==> config.mk <==
export PLATFORM = sky130hd
export DESIGN_NAME = truth_table_sweeper
export DESIGN_NICKNAME = d
export VERILOG_FILES = /design/src/rtl/truth_table_sweeper.sv
export SDC_FILE = /design/constraint.sdc
export NUM_CORES = 1
export LEC_CHECK = 0
export CORE_UTILIZATION = 53
export DETAILED_ROUTE_END_ITERATION = 16
export PLACE_DENSITY = 0.81
export REMOVE_ABC_BUFFERS = 1
export SETUP_SLACK_MARGIN = 0.15
export SLEW_MARGIN = 20
export SYNTH_ARGS = -nofsm -noshare
export SYNTH_HDL_FRONTEND = slang
export SYNTH_SLANG_ARGS = --single-unit
export TNS_END_PERCENT = 50
==> constraint.sdc <==
create_clock -name clk -period 4 [get_ports clk]
set_clock_uncertainty 0.1 [all_clocks]
set_input_delay 0.6 -clock clk [delete_from_list [all_inputs] [get_ports clk]]
set_output_delay 0.6 -clock clk [all_outputs]
set_load 0.05 [all_outputs]
==> src/rtl/truth_table_sweeper.sv <==
// ---------------------------------------------------------------------------
// Module: truth_table_sweeper
//
// Purpose:
//   Recovers the minterm list and full truth table of an N-input boolean
//   function implemented in hardware. The sweeper drives every input vector
//   0 .. 2^N_VARS-1 in ascending order on x_out. It waits FN_LATENCY cycles
//   for the function output to settle, then samples f_in. Every vector for
//   which the function is 1 is streamed out as a minterm over a valid/ready
//   interface. The sampled truth table and the running minterm count are
//   also exposed.
//
// Parameters:
//   N_VARS      number of function inputs; the sweep covers 2^N_VARS vectors
//   FN_LATENCY  cycles between an x_out change and a valid f_in
//               (0 = purely combinational function)
//
// Ports:
//   clk           in   1            sole clock, rising edge
//   rst           in   1            synchronous, active-high reset
//   start         in   1            begins a sweep (only honoured in IDLE)
//   busy          out  1            high while the sweep is in progress
//   done          out  1            one-cycle pulse when the sweep completes
//   x_out         out  N_VARS       vector driven to the function under test
//   f_in          in   1            function output for x_out
//   m_valid       out  1            minterm available
//   m_ready       in   1            consumer accepts the minterm
//   m_index       out  N_VARS       index of the presented minterm
//   minterm_count out  N_VARS+1     minterms found so far; final when done=1
//   truth_table   out  2^N_VARS     bit i = sampled function value for vector i
// ---------------------------------------------------------------------------
module truth_table_sweeper #(
    parameter int N_VARS     = 5,
    parameter int FN_LATENCY = 0
) (
    input  logic                   clk,
    input  logic                   rst,
    input  logic                   start,
    output logic                   busy,
    output logic                   done,
    output logic [N_VARS-1:0]      x_out,
    input  logic                   f_in,
    output logic                   m_valid,
    input  logic                   m_ready,
    output logic [N_VARS-1:0]      m_index,
    output logic [N_VARS:0]        minterm_count,
    output logic [(1<<N_VARS)-1:0] truth_table
);

    // The latency counter is at least one bit wide. This keeps the
    // combinational case (FN_LATENCY = 0) free of zero-width vectors.
    localparam int CNT_W = (FN_LATENCY > 0) ? $clog2(FN_LATENCY + 1) : 1;

    localparam logic [CNT_W-1:0]  LAT_RELOAD = CNT_W'(FN_LATENCY);
    localparam logic [N_VARS-1:0] LAST_VEC   = '1;

    typedef enum logic [1:0] {
        IDLE = 2'd0,
        WAIT = 2'd1,
        EMIT = 2'd2,
        DONE = 2'd3
    } state_t;

    state_t           state;
    state_t           next_state;
    logic [CNT_W-1:0] wait_cnt;

    // f_in is only trusted once the latency counter has run down to zero.
    logic sample_now;
    logic last_vec;
    logic handshake;

    assign sample_now = (state == WAIT) && (wait_cnt == '0);
    assign last_vec   = (x_out == LAST_VEC);
    assign handshake  = (state == EMIT) && m_ready;

    // State register. A reset in any state, including mid-EMIT, returns the
    // FSM to IDLE. Any minterm still on offer is dropped.
    always_ff @(posedge clk) begin
        if (rst) begin
            state <= IDLE;
        end else begin
            state <= next_state;
        end
    end

    // Next-state logic. The sweep never wraps: vector 2^N_VARS-1 is always
    // the last one, whether it ends through WAIT (f=0) or through EMIT (f=1).
    always_comb begin
        next_state = state;
        case (state)
            IDLE: begin
                if (start) begin
                    next_state = WAIT;
                end
            end
            WAIT: begin
                if (sample_now) begin
                    if (f_in) begin
                        next_state = EMIT;
                    end else if (last_vec) begin
                        next_state = DONE;
                    end
                end
            end
            EMIT: begin
                if (m_ready) begin
                    next_state = last_vec ? DONE : WAIT;
                end
            end
            DONE: begin
                next_state = IDLE;
            end
            default: begin
                next_state = IDLE;
            end
        endcase
    end

    // Datapath registers.
    // Starting a sweep clears the previous result. The result is otherwise
    // left untouched after DONE, so the host can read it at leisure.
    // The minterm index and count are captured on the same edge that samples
    // f_in. They are therefore already stable in the first EMIT cycle.
    always_ff @(posedge clk) begin
        if (rst) begin
            x_out         <= '0;
            wait_cnt      <= '0;
            m_index       <= '0;
            minterm_count <= '0;
            truth_table   <= '0;
        end else begin
            case (state)
                IDLE: begin
                    if (start) begin
                        x_out         <= '0;
                        wait_cnt      <= LAT_RELOAD;
                        minterm_count <= '0;
                        truth_table   <= '0;
                    end
                end
                WAIT: begin
                    if (!sample_now) begin
                        wait_cnt <= wait_cnt - 1'b1;
                    end else begin
                        truth_table[x_out] <= f_in;
                        if (f_in) begin
                            m_index       <= x_out;
                            minterm_count <= minterm_count + 1'b1;
                        end else if (!last_vec) begin
                            x_out    <= x_out + 1'b1;
                            wait_cnt <= LAT_RELOAD;
                        end
                    end
                end
                EMIT: begin
                    // x_out is held during backpressure. It advances only
                    // once the consumer has taken the minterm.
                    if (handshake && !last_vec) begin
                        x_out    <= x_out + 1'b1;
                        wait_cnt <= LAT_RELOAD;
                    end
                end
                default: begin
                end
            endcase
        end
    end

    // Output decode. Status and valid come straight from the state, so
    // m_valid cannot drop before a handshake.
    always_comb begin
        busy    = 1'b0;
        done    = 1'b0;
        m_valid = 1'b0;
        case (state)
            WAIT: begin
                busy = 1'b1;
            end
            EMIT: begin
                busy    = 1'b1;
                m_valid = 1'b1;
            end
            DONE: begin
                done = 1'b1;
            end
            default: begin
            end
        endcase
    end

endmodule

======== Word-level counts from Yosys, hierarchy flattened ========
Index checks and enable logic that the tools add are counted.
cells by class
  add/sub/neg operators ................... 3
  bitwise gates (word level) .............. 1
  eq/ne operators ......................... 14
  reductions and logical operators ........ 15
  muxes and demuxes ....................... 32
  $lt $le $gt $ge ......................... 2
operators by type and width
  cell                                                 number
  2-to-1 mux 32 bit                                    2
  case mux 32 bit (2 select lines)                     1
  bitwise mux 32 bit                                   1
  2-to-1 mux 5 bit                                     5
  2-to-1 mux 6 bit                                     3
  case mux 5 bit (3 select lines)                      1
  2-to-1 mux 2 bit                                     6
  inequality test 2 bit, second input constant         6
  case mux 6 bit (2 select lines)                      1
  2-to-1 mux 1 bit                                     9
  inequality test 3 bit, second input constant         3
  case mux 2 bit (4 select lines)                      1
  AND reduction 4 bit                                  2
  adder 6 x 1 -> 6 bit, second input constant          1
  < comparator 5 x 6 -> 1 bit, second input constant   1
  AND reduction 3 bit                                  2
  AND reduction 6 bit                                  1
  adder 5 x 1 -> 5 bit, second input constant          1
  demux 1 bit (select 5 bit)                           1
  equality test 5 bit, second input constant           1
  >= comparator 5 x 1 -> 1 bit, second input constant  1
  AND reduction 5 bit                                  1
  equality test 2 bit, second input constant           2
  logical AND 1 bit                                    4
  other kinds (10)                                     10
word-level totals
  output and inout bits ................... 51
  register bits after elaboration ......... 51

======== Longest topological paths before layout ========
  word-level depth ........................ 7
  gate-level depth with buffers ........... 8
  mapped depth without buffers ............ 7

======== Worst setup path after synthesis ========
No wires, ideal clock.
  kind .................................... register -> register
  start point ............................. register x_out[1]
  end point ............................... register state[1]
  data arrival time ....................... 2.084 ns
  path buffers ............................ 0
  path slack .............................. 1.725 ns
  required time ........................... 3.809 ns
  cell stages (with the launch flop) ...... 8
  clock period less this slack ............ 2.275 ns
  path through ............................ dfxtp_1 > ha_1 > and3_1 > ha_1 > inv_1 > a2111oi_2 > a21oi_1 > a311oi_1
on the way
  longest elaborated chain between the ends .. 4
ends and longest elaborated chain
  item                             line  RTL
  start, declared                  41    output logic [N_VARS-1:0] x_out,
  start signal, assigned           151   x_out <= x_out + 1'b1;
  start signal, assigned           160   x_out <= x_out + 1'b1;
  equality test 5 bit (*)          74    assign last_vec = (x_out == LAST_VEC);
  2-to-1 mux 2 bit                 108   next_state = last_vec ? DONE : WAIT;
  2-to-1 mux 2 bit                 107   if (m_ready) begin
  case mux 2 bit (4 select lines)  91    case (state)
  end signal, assigned             83    state <= next_state;
  end, declared                    64    state_t state;
Every way passes the cells marked *; elsewhere a longest branch is shown, timed or not. The select of a mux whose other input is x is not followed.
A chain may end at the register's enable or synchronous reset.

======== Worst setup path in the final report ========
  start point ............................. register state[1]
  end point ............................... output port busy
on the way
  longest elaborated chain between the ends .. 3
ends and longest elaborated chain
  item                                                                        line  RTL
  equality test 2 x 1 -> 1 bit / equality test 2 bit (equally long branches)  176   case (state)
  OR reduction 2 bit (no source line) (*)                                     -
  2-to-1 mux 1 bit (*)                                                        176
  end, declared                                                               39    output logic busy,
Every way passes the cells marked *; elsewhere a longest branch is shown, timed or not.

==> impl_metrics.prom <==
# TYPE chip_impl_metric gauge
chip_impl_metric{name="dieArea",unit="µm²"} 4742
chip_impl_metric{name="cts.sinks",unit=""} 51
chip_impl_metric{name="syn_area_per_cell",unit="µm²"} 9.150
chip_impl_metric{name="finalHoldViolations",unit=""} 0
chip_impl_metric{name="setup_ws",unit="ps"} 1151
chip_impl_metric{name="globalRoute.totalOverflow",unit=""} 0
chip_impl_info{name="worstSetupEndpointType",value="primary output"} 1
chip_impl_metric{name="fin_crit",unit="ps"} 2849
chip_impl_metric{name="synth_top_area_share",unit="%"} 43.08
chip_impl_metric{name="cts_buffers",unit=""} 5
chip_impl_metric{name="postCtsResizedCells",unit=""} 0
chip_impl_metric{name="power_leakage",unit="nW"} 1.123
chip_impl_metric{name="final_layout_size_suffix_gt1_share",unit="%"} 6.149
chip_impl_metric{name="synth-edff-count",unit=""} 0
chip_impl_metric{name="power-per-cell-area",unit="nW/µm²"} 457.8
chip_impl_metric{name="drt_pre_antenna_iters",unit=""} 4
chip_impl_metric{name="route.antenna.remaining_nets",unit=""} 0
chip_impl_metric{name="io_buffers",unit=""} 55
chip_impl_metric{name="syn-instance-count",unit=""} 259
chip_impl_metric{name="num_vias",unit=""} 2043
chip_impl_info{name="synth-main-ff-cell",value="dfxtp_1"} 1
chip_impl_info{name="netlist_top_cells_area",value="dfxtp_1 43%, a32o_1 9.7%, nand2_1 7.6%"} 1
chip_impl_info{name="type_of_the_most_critical_hold_path",value="flop to flop"} 1
chip_impl_metric{name="clock_insertion_delay_worst_skew",unit="ps"} 310
chip_impl_info{name="tritoncts",value="built"} 1
chip_impl_metric{name="io-pin-count",unit=""} 56
chip_impl_metric{name="setup_viol",unit=""} 0
chip_impl_metric{name="worst_setup_hold_path_clk_slew",unit="ps"} 90
chip_impl_metric{name="grt_first_pass_wirelength",unit="µm"} 8845
chip_impl_metric{name="worst-slew-pin-transition",unit="ps"} 1037
chip_impl_metric{name="dieWidth",unit="µm"} 68.87
chip_impl_metric{name="setup_fix_buffers_added_after_clock_tree_synthesis",unit=""} 0
chip_impl_metric{name="floorplan.initialDensity",unit="%"} 57.19
chip_impl_info{name="rsz0062_at_grt",value="no"} 1
chip_impl_metric{name="clockBufferDepth",unit=""} 2
chip_impl_metric{name="area_growth_syn_to_layout",unit="%"} 28.56
chip_impl_info{name="cts_root_buf",value="clkbuf_8"} 1
chip_impl_metric{name="share_of_synthesized_registers_carrying_an_async_set_or_reset",unit="%"} 0
chip_impl_metric{name="fmax",unit="GHz"} 0.3510
chip_impl_info{name="status",value="complete, no violations"} 1
chip_impl_metric{name="final_min_period_over_clock_period",unit="%"} 71.24
chip_impl_metric{name="n_fill_cell",unit=""} 349
chip_impl_metric{name="multiInputGateArea",unit="µm²"} 1244
chip_impl_metric{name="regArea",unit="µm²"} 1021
chip_impl_metric{name="core_area",unit="µm²"} 4144
chip_impl_metric{name="grtUsageTotal",unit="%"} 25.27
chip_impl_metric{name="synth_sequential_area_ratio",unit="%"} 43.08
chip_impl_info{name="cell_type_contributing_the_most_total_cell_area_after_synthesis",value="dfxtp_1"} 1
chip_impl_metric{name="syn_area",unit="µm²"} 2370
chip_impl_metric{name="dp_hpwl",unit="µm"} 3914
chip_impl_metric{name="ctsHoldBuffers",unit=""} 0
chip_impl_metric{name="dpl_worst_slack",unit="ps"} 1430
chip_impl_metric{name="site_row_count",unit=""} 23
chip_impl_metric{name="cp.arrival",unit="ps"} 2150
chip_impl_metric{name="place.gp.congestion",unit=""} 0.8641
chip_impl_metric{name="cp_max_fo",unit=""} 8
chip_impl_metric{name="routed_via_density",unit=""} 5.691
chip_impl_metric{name="yosys_register_bits",unit=""} 51
chip_impl_metric{name="die_height",unit="µm"} 68.87
chip_impl_metric{name="final_core_util",unit="%"} 73.52
chip_impl_metric{name="distinct_cells_synth",unit=""} 42
chip_impl_metric{name="detailedRoute.firstIterationViolations",unit=""} 175
chip_impl_metric{name="grt_pass1_vias",unit=""} 1861
chip_impl_info{name="type_of_origin_of_the_critical_path",value="flop"} 1
chip_impl_metric{name="antenna-diode-count",unit=""} 0
chip_impl_metric{name="max_slew_margin",unit="%"} 30.73
chip_impl_info{name="critPathKind",value="flop to primary output"} 1
chip_impl_metric{name="drt-total-wl",unit="µm"} 5445
chip_impl_metric{name="grt_start_max_net_pins",unit=""} 37
chip_impl_metric{name="power.ir.vdd_worst",unit="µV"} 383.2
chip_impl_metric{name="post_drt_wl_per_cell",unit="µm"} 15.17
chip_impl_metric{name="cts_htree_levels",unit=""} 2
chip_impl_metric{name="totalNegativeSetupSlack",unit="ps"} 0
chip_impl_metric{name="synth.yosys.warnings",unit=""} 0
chip_impl_metric{name="remaining_drc_errors",unit=""} 0
chip_impl_metric{name="slew_viol_final",unit=""} 0
chip_impl_metric{name="number_of_maximum_capacitance_constraint_violations",unit=""} 0
chip_impl_metric{name="antenna_found_initial",unit=""} 0
chip_impl_metric{name="required",unit="ps"} 3300
chip_impl_metric{name="finalNetCount",unit=""} 324
-- critical path: stages, from the launching register on --
cell and delay [ps]:
dfxtp_1 430, inv_1 110, ha_1 450, clkdlybuf4s50_1 860
-- layout by cell type, fill, tap and decap left out, drive strengths merged, types with 2 or more instances in the layout --
cell,instances
nor2b,5
a21o,2
o31ai,2
mux2i,11
xor2,2
nand2,48
dfxtp,51
o21ai,2
a32o,23
a211oi,2
nand3,6
clkbuf,5
nor3,5
nor2,14
ha,11
a2111oi,2
and3,3
and2,9
nand3b,2
clkinv,2
buf,2
nor3b,8
clkdlybuf4s50,55
inv,11
a21oi,11
-- power by group --
group          switching [mW]  total [mW]  internal (mW)
clock                   0.174       0.361          0.186
sequential             0.0237       0.549          0.526
combinational           0.323       0.485          0.162
-- cells in the mapped netlist, drive strengths merged, types with 3 or more instances --
master	n
dfxtp	51
nand2	48
a32o	23
nor2	14
a21oi	11
ha	11
inv	11
mux2i	11
and2	9
buf	8
nor3b	8
clkbuf	7
nand3	6
nor2b	5
nor3	5
and3	3
-- metal layers --
layer	global-route usage (%)	routed length, µm
met5	0	0
met4	8.418	94
met3	6.086	288
met2	40.78	2508
met1	32.86	2554
-- registers in the layout, summed over array words and instances (netlist names) --
| signal | flops |
|---|---|
| state | 2 |
| minterm_count | 6 |
| m_index | 5 |
| wait_cnt | 1 |
| truth_table | 32 |
| x_out | 5 |
-- path summary, 6_finish.rpt --
| kind | cells past startpoint | start | endpoint | slack [ps] |
|---|---|---|---|---|
| worst max register to register | 6 | state[1] | truth_table[21] | 1620 |
| worst max-delay path | 3 | state[1] | busy | 1150 |
| worst min-delay path | 2 | truth_table[5] | truth_table[5] | 370 |
| worst min register to register | 2 | truth_table[5] | truth_table[5] | 370 |
-- area by class of cell --
type / count / area share (%)
multi-input cells: 182 / 40.82
flip-flops and latches: 51 / 33.51
repair buffers: 57 / 18.56
clock buffers: 5 / 2.259
well taps: 50 / 2.053
clock inverters: 3 / 1.437
inverters: 11 / 1.355
-- kinds of logic after synthesis --
| kind of cell | synth area share, % |
|---|---|
| adder cells (fa/ha/maj) | 5.808 |
| buffers and inverters | 4.435 |
| AO/OA/AOI/OAI | 18.53 |
| AND/OR/NAND/NOR | 22.23 |
| flip-flops | 43.08 |
| XOR/XNOR | 1.109 |
| multiplexers | 4.805 |
-- metrics by stage --
step / hold WS, ps / area, µm² / instances / total power [mW]
final: 367.7 / 3047 / 359 / 1.395
after global routing: 396.2 / 3047 / 359 / 1.461
after CTS: 373.0 / 3047 / 359 / 1.399
after detailed placement: 360.4 / 2934 / 351 / 1.041
after global placement: 352.0 / 2934 / 351 / 1.031
after floorplan: 383.1 / 2306 / 244 / 0.9093
Power figures use the tool's default switching activity.
